## src/rtl/shared_timer_arbiter.sv

```systemverilog
// Round-robin arbiter sharing one up-counter among NUM_REQ go/done clients.
// Optional: SHARED_TIMER_ARB_ABORT_EN lets the owner abort its run by dropping req.
//
// state  | meaning
// S_IDLE | no owner; arbitrate pending requests from rr_ptr
// S_RUN  | counter owned by r_owner; done fires when count reaches term
module shared_timer_arbiter #(
    parameter int NUM_REQ = 4,
    parameter int CNT_W   = 4,
    parameter int IDX_W   = $clog2(NUM_REQ)
) (
    input  logic                     clk,
    input  logic                     rst_n,
    input  logic [NUM_REQ-1:0]       req,
    input  logic [NUM_REQ*CNT_W-1:0] len,
    output logic [NUM_REQ-1:0]       gnt,
    output logic [IDX_W-1:0]         owner,
    output logic                     busy,
    output logic [CNT_W-1:0]         cnt_val,
    output logic [NUM_REQ-1:0]       done
);

    typedef enum logic {S_IDLE = 1'b0, S_RUN = 1'b1} state_t;

    state_t             r_state;
    logic [NUM_REQ-1:0] r_gnt;
    logic [IDX_W-1:0]   r_owner;
    logic [CNT_W-1:0]   r_count;
    logic [CNT_W-1:0]   r_term;
    logic [IDX_W-1:0]   r_rr_ptr;

    state_t             w_state_nxt;
    logic [NUM_REQ-1:0] w_gnt_nxt;
    logic [IDX_W-1:0]   w_owner_nxt;
    logic [CNT_W-1:0]   w_count_nxt;
    logic [CNT_W-1:0]   w_term_nxt;
    logic [IDX_W-1:0]   w_rr_ptr_nxt;

    logic               w_found;
    logic [IDX_W-1:0]   w_win;
    logic               w_hit;
    logic               w_abort;

    // First requester at or after rr_ptr, wrapping modulo NUM_REQ.
    always_comb begin
        int idx;
        w_found = 1'b0;
        w_win   = '0;
        idx     = 0;
        for (int i = 0; i < NUM_REQ; i++) begin
            idx = int'(r_rr_ptr) + i;
            if (idx >= NUM_REQ) idx = idx - NUM_REQ;
            if (!w_found && req[IDX_W'(idx)]) begin
                w_found = 1'b1;
                w_win   = IDX_W'(idx);
            end
        end
    end

    assign w_hit = (r_state == S_RUN) && (r_count == r_term);

`ifdef SHARED_TIMER_ARB_ABORT_EN
    // Completion wins over a same-cycle abort.
    assign w_abort = (r_state == S_RUN) && !req[r_owner] && !w_hit;
`else
    assign w_abort = 1'b0;
`endif

    always_comb begin
        w_state_nxt  = r_state;
        w_gnt_nxt    = r_gnt;
        w_owner_nxt  = r_owner;
        w_count_nxt  = r_count;
        w_term_nxt   = r_term;
        w_rr_ptr_nxt = r_rr_ptr;
        case (r_state)
            S_IDLE: begin
                w_gnt_nxt   = '0;
                w_count_nxt = '0;
                if (w_found) begin
                    w_state_nxt = S_RUN;
                    w_gnt_nxt   = NUM_REQ'(1) << w_win;
                    w_owner_nxt = w_win;
                    w_term_nxt  = len[int'(w_win)*CNT_W +: CNT_W];
                    if (w_win == IDX_W'(NUM_REQ - 1))
                        w_rr_ptr_nxt = '0;
                    else
                        w_rr_ptr_nxt = w_win + 1'b1;
                end
            end
            S_RUN: begin
                if (w_hit || w_abort) begin
                    w_state_nxt = S_IDLE;
                    w_gnt_nxt   = '0;
                    w_count_nxt = '0;
                end else begin
                    w_count_nxt = r_count + 1'b1;
                end
            end
            default: begin
                w_state_nxt = S_IDLE;
                w_gnt_nxt   = '0;
                w_count_nxt = '0;
            end
        endcase
    end

    always_ff @(posedge clk or negedge rst_n) begin
        if (!rst_n) begin
            r_state  <= S_IDLE;
            r_gnt    <= '0;
            r_owner  <= '0;
            r_count  <= '0;
            r_term   <= '0;
            r_rr_ptr <= '0;
        end else begin
            r_state  <= w_state_nxt;
            r_gnt    <= w_gnt_nxt;
            r_owner  <= w_owner_nxt;
            r_count  <= w_count_nxt;
            r_term   <= w_term_nxt;
            r_rr_ptr <= w_rr_ptr_nxt;
        end
    end

    always_comb begin
        done = '0;
        if (w_hit) done[r_owner] = 1'b1;
    end

    assign gnt     = r_gnt;
    assign owner   = r_owner;
    assign busy    = (r_state == S_RUN);
    assign cnt_val = r_count;

endmodule

```

## config.mk

```make
export PLATFORM = sky130hd
export DESIGN_NAME = shared_timer_arbiter
export DESIGN_NICKNAME = d
export VERILOG_FILES = /design/src/rtl/shared_timer_arbiter.sv
export SDC_FILE = /design/constraint.sdc
export NUM_CORES = 1
export LEC_CHECK = 0
export CORE_MARGIN = 2
export CORE_UTILIZATION = 48
export DETAILED_ROUTE_END_ITERATION = 8
export GPL_TIMING_DRIVEN = 0
export PLACE_DENSITY_LB_ADDON = 0.25
export SYNTH_ARGS = -nofsm -noshare
export SYNTH_HDL_FRONTEND = slang
export SYNTH_SLANG_ARGS = --single-unit
```

## constraint.sdc

```tcl
create_clock -name clk -period 4.3 [get_ports clk]
set_input_delay 0.645 -clock clk [delete_from_list [all_inputs] [get_ports clk]]
set_output_delay 0.645 -clock clk [all_outputs]
set_load 0.01 [all_outputs]
```

* Word-level counts from Yosys, hierarchy flattened
Index checks and enable logic that the tools add are counted.
** Operators by class
- Equality and inequality tests :: 3
- Multiplexer cells :: 36
- Bitwise gates (word level) :: 1
- $mul :: 0
- Reduce and logical (&&, ||, !) cells :: 9
- Div/mod/pow operators :: 0
- Shift-type cells :: 2
- $lt $le $gt $ge :: 10
- Add/subtract/negate cells :: 9
** Operators by type and width (count)
- 2-bit two-way mux :: 9
- 2-bit by 4-bit less-than comparator with 1-bit output (second input constant) :: 4
- 4-bit two-way mux :: 4
- 4-bit one-hot mux with 2 select lines :: 2
- 16-bit by 5-bit variable part select with 4-bit output :: 1
- 1-bit two-way mux :: 15
- 3-bit greater-or-equal comparator (second input constant) :: 3
- 1-bit binary-select mux with 2-bit select :: 4
- 2-bit by 1-bit subtractor with 2-bit output (second input constant) :: 4
- 2-bit by 2-bit adder with 3-bit output (second input constant) :: 2
- 1-bit logical AND :: 5
- 4-bit by 1-bit adder with 4-bit output (second input constant) :: 1
- 4-bit == test :: 1
- 1-bit by 2-bit left shift with 4-bit output (first input constant) :: 1
- 2-bit by 1-bit adder with 3-bit output (second input constant) :: 1
- 2-bit by 3-bit greater-or-equal comparator with 1-bit output (second input constant) :: 1
- 1-bit zero test :: 3
- 2-bit by 3-bit less-than comparator with 1-bit output (second input constant) :: 1
- 2-bit by 1-bit adder with 2-bit output (second input constant) :: 1
- 1-bit demux with 2-bit select :: 1
- 2-bit == test (second input constant) :: 1
- 2-bit by 1-bit greater-or-equal comparator with 1-bit output (second input constant) :: 1
- 2-bit by 1-bit inequality test with 1-bit output (second input constant) :: 1
- 1-bit one-hot mux with 2 select lines :: 1
- 2 further kinds :: 2
** Storage, ports and cells
- Bits in latches :: 0
- Bits in writable memories :: 0
- Bits in read-only memories :: 0
- Register bits :: 17
- Memories :: 0
- Word-level logic and storage cells :: 76

* Depth between registers and ports, before layout
- Depth after elaboration :: 18
- Mapped depth :: 7

* Least setup slack after synthesis
OpenSTA, ideal clock, no wires.
- Kind :: input to register
- Start point :: input port req[0]
- End point :: register r_term[0]
- Path buffers :: 1
- Library setup time :: 0.131 ns
- Arrival :: 1.759 ns
- Setup slack :: 2.410 ns
- Cell stages on the path :: 6
- Required time :: 4.169 ns
- Cells stage by stage :: or4_1 nor2b_4 buf_6 and3_4 o21ai_2 o211ai_1
** On the way
- Word-level cells in the longest chain between the ends :: 14
- Elaborated cells between the ends (all ways) :: 28
** RTL lines
- start: declaration :: line 14 : input logic [NUM_REQ-1:0] req,
- 1-bit binary-select mux with 2-bit select :: line 53 : if (!w_found && req[IDX_W'(idx)]) begin
- 1-bit two-way mux (implied by the code) (2 in series) :: line 53
- 1-bit two-way mux :: line 53
- 1-bit zero test :: line 53
- 1-bit logical AND :: line 53
- 1-bit two-way mux :: line 53
- 1-bit zero test :: line 53
- 1-bit logical AND :: line 53
- 1-bit two-way mux :: line 53
- 1-bit zero test :: line 53
- 1-bit logical AND :: line 53
- 2-bit two-way mux or 1-bit two-way mux (tied branches) :: line 53
- 16-bit by 5-bit variable part select with 4-bit output or 2-bit AND reduction (tied branches)
- end signal: assignment :: line 121 : r_term <= w_term_nxt;
- end: declaration :: line 29 : logic [CNT_W-1:0] r_term;
Several ways; a longest one is shown, not always the timed one. The select of a mux whose other input is x is not followed.
A chain may end at the register's enable or synchronous reset.

* Worst setup path after layout
- Start point :: register r_count[3], in the netlist cnt_val[3]
- End point :: output port done[0]
** On the way
- Word-level cells in the longest chain between the ends :: 3
** RTL lines
- start: declaration :: line 28 : logic [CNT_W-1:0] r_count;
- start signal: assignment :: line 120 : r_count <= w_count_nxt;
- 4-bit == test :: line 60 : assign w_hit = (r_state == S_RUN) && (r_count == r_term);
- 1-bit logical AND :: line 60
- 4-bit two-way mux :: line 128 : if (w_hit) done[r_owner] = 1'b1;
- end: declaration :: line 20 : output logic [NUM_REQ-1:0] done
No other way between the ends.

==> results.yml <==
sta:
  finalCriticalPeriod_ps: 2650
  rsz0062_at_grt: "no"
  finalCritPeriodShare: 0.617
  hold_slack_ps: 518
  tns_ps: 0
  setup_viol: 0
  max_freq_mhz: 377
  relSlewSlack: 0.498
  tightest_slew_ps: 751
  final.setup_skew_ps: 5.14
  slew_violations: 0
  hold_viol_final: 0
clock_network:
  clockBufferDepth: 2
  cts_max_level: 1
  postCtsHoldBufs: 0
  cts_resized: 0
  clk_pin_slew_ps: 100
  cts-buffers-inserted: 3
  cts_tree: "built"
  postCtsSetupRepairBufs: 0
  cts.sinks: 17
  clk_latency_ps: 290
  cts_root_buffer: "clkbuf_4"
worst_setup_path:
  worstPathArrival_ps: 2010
  reg2reg_depth: 7
  slowest_delay_ps: 560
  r2r_end: "gnt[2]$_DFFE_PN0P_"
  crit_fanout: 3
  crit_type: "reg2out"
  end_kind: "output pin"
  crit_path_top_delay_cell: "clkdlybuf4s50_1"
  cp_top_family: "buffers and inverters"
  r2r_slack_ps: 2390
  setup.worst_path.start_class: "flop"
  required_ps: 3650
  critPathBufInv: 1
  rr_startpoint: "r_rr_ptr[1]$_DFFE_PN0P_"
  crit_chain: "xnor2_1 -> and4_1 -> nand2_1 -> nor3_1 -> clkdlybuf4s50_1"
synth:
  synth.largest_area_cell: "dfrtp_1"
  synth.avg_cell_area_um2: 9.86
  syn_nets: 139
  ys_seq_elements: 17
  synth_ff_type: "dfrtp_1"
  ys_seq_area_frac: 0.385
  synth-edff-count: 0
  synth_top_area_frac: 0.385
  synth.most_common_cell: "dfrtp_1"
  ys_warn_count: 0
  synthesis.area_um2: 1100
  synth_commonest_cells: "17 x dfrtp_1, 14 x nand2_1, 7 x nor2_1"
  synth.distinct_cells: 35
  ys_async_sr_fraction: 1.00
  postSynthCellCount: 112
  yosys-top-cells-area: "dfrtp_1 39%, ha_1 5.7%, nand2_1 4.8%"
power_and_ir_drop:
  p_leak_nw: 0.686
  power_density_nw_per_um2: 589
  vdd_drop_max_mv: 0.356
global_routing:
  grt_pass1_wl_mm: 3.89
  grt_pass1_vias: 941
  grt_use_met2: 0.342
  gr-usage-all-layers: 0.194
  antenna_found_initial: 0
  grt_max_degree: 18
  grtUsageMet3: 0.0402
  met1_usage: 0.225
  grt_overflow: 0
  grt.busiest_layer: "met2"
layout:
  nFillCells: 180
  stdcell_area_um2: 1530
  layout.nets: 180
  syn_to_final_growth_pct: 38.3
  n_antenna_cell: 0
  drive_gt1_frac: 0.158
  multiInputGateArea_um2: 637
  ff_latch_area_um2: 425
routing:
  ant_nets: 0
  avgRoutedWirePerCell_um: 13.1
  post-route-drc-count: 0
  viasPerCell: 5.42
  first_pass_iters: 4
  vias: 976
  routed_wl_mm: 2.35
  drt-initial-drc-count: 7
placed_design:
  dpl.hpwl_mm: 1.91
  place.gp.congestion: 0.740
  dpl_cell_area_um2: 1500
  portBuffers: 36
min_path:
  holdCritPathClass: "reg2reg"
  hold_start: "gnt[1]$_DFFE_PN0P_"
  whs_path_depth: 1
  hold_end: "gnt[1]$_DFFE_PN0P_"
floorplan:
  die_h_um: 52.0
  die_x_um: 52.0
  die-area_um2: 2700
  io_pins: 37
  core.rowCount: 17
  core_um2: 2190
  initial_core_util: 0.504
status:
  outcome: "finished clean"
job:
  maxCapViolations: 0
## cell families (layout without fill, tap and decap cells)
group,count (synthesis),after routing,share of synthesized area
XOR/XNOR,6,6,0.0476
multiplexers,5,5,0.0453
AND/OR/NAND/NOR,44,44,0.224
buffers and inverters,7,47,0.0385
flip-flops,17,17,0.385
adder cells (fa/ha/maj),5,5,0.0566
AO/OA/AOI/OAI,28,28,0.203
## placed cells by master (no fill, tap or decap)
| master | instances |
|---|---|
| and2_1 | 3 |
| and3_1 | 5 |
| and3b_2 | 1 |
| xor2_1 | 1 |
| ha_1 | 5 |
| clkbuf_4 | 3 |
| and3b_1 | 1 |
| nand4_1 | 1 |
| nand2b_1 | 1 |
| nand2_1 | 14 |
| inv_1 | 3 |
| buf_6 | 2 |
| nor3_1 | 2 |
| buf_2 | 1 |
| a2bb2oi_2 | 1 |
| o221a_2 | 1 |
| nand3_1 | 2 |
| nor2b_4 | 1 |
| inv_2 | 1 |
| o21ai_2 | 4 |
| dfrtp_1 | 17 |
| a21boi_0 | 5 |
| mux2i_1 | 5 |
| a21o_1 | 3 |
| o211ai_1 | 4 |
| or4_1 | 1 |
| a21oi_1 | 1 |
| a22o_2 | 4 |
| clkdlybuf4s50_1 | 36 |
| nor2_1 | 7 |
| and3_4 | 1 |
| or2b_2 | 2 |
| o21ai_0 | 4 |
| nand2b_2 | 1 |
| o31ai_1 | 1 |
| clkinv_2 | 1 |
| and4_1 | 1 |
| xnor2_1 | 5 |
## worst max-delay path by stage
| stage | startpoint | to | slack (ps) | cells after the start |
|---|---|---|---|---|
| 2_1_floorplan | req[0] | r_term[0]$_DFFE_PN0P_ | 2410 | 6 |
| 5_1_grt | cnt_val[0]$_DFF_PN0_ | done[1] | 1520 | 5 |
| 3_5_place_dp | req[3] | gnt[2]$_DFFE_PN0P_ | 1680 | 7 |
| 4_1_cts | cnt_val[3]$_DFF_PN0_ | done[0] | 1650 | 5 |
| 3_3_place_gp | req[3] | gnt[2]$_DFFE_PN0P_ | 1760 | 7 |
| 6_report | cnt_val[3]$_DFF_PN0_ | done[0] | 1650 | 5 |
## stage by stage
stage	setup WS (ps)	power [mW]	instances	utilization
after detailed placement	1680	0.814	176	0.685
after global routing	1520	0.975	180	0.697
final	1650	0.899	180	0.697
after floorplan	2410	0.624	112	-
after global placement	1760	0.792	176	0.685
after CTS	1650	0.903	180	0.697
## registers in the layout, indices dropped and copies added, names as in the netlist
| register | count |
|---|---|
| owner | 2 |
| r_rr_ptr | 2 |
| gnt | 4 |
| cnt_val | 4 |
| r_term | 4 |
| busy | 1 |
## layer usage
metal,routed length (µm),up-vias
li1,-,481
met1,1010,451
met2,1170,40
met3,146,4
met4,25,0
met5,0,-
## layout make-up
class	instances	area share
clock inverter	1	0.00328
inverter	4	0.00983
tap	28	0.0229
clock buffer	3	0.0147
timing repair buffer	36	0.236
sequential	17	0.278
multi-input combinational	88	0.417
buffer	3	0.0180
## power breakdown
part           leakage, nW  switching, mW  internal [mW]
Sequential           0.213         0.0715          0.230
Combinational        0.454          0.241          0.270
Clock               0.0177         0.0522         0.0346
No activity file was read; power rests on OpenSTA's default activity.
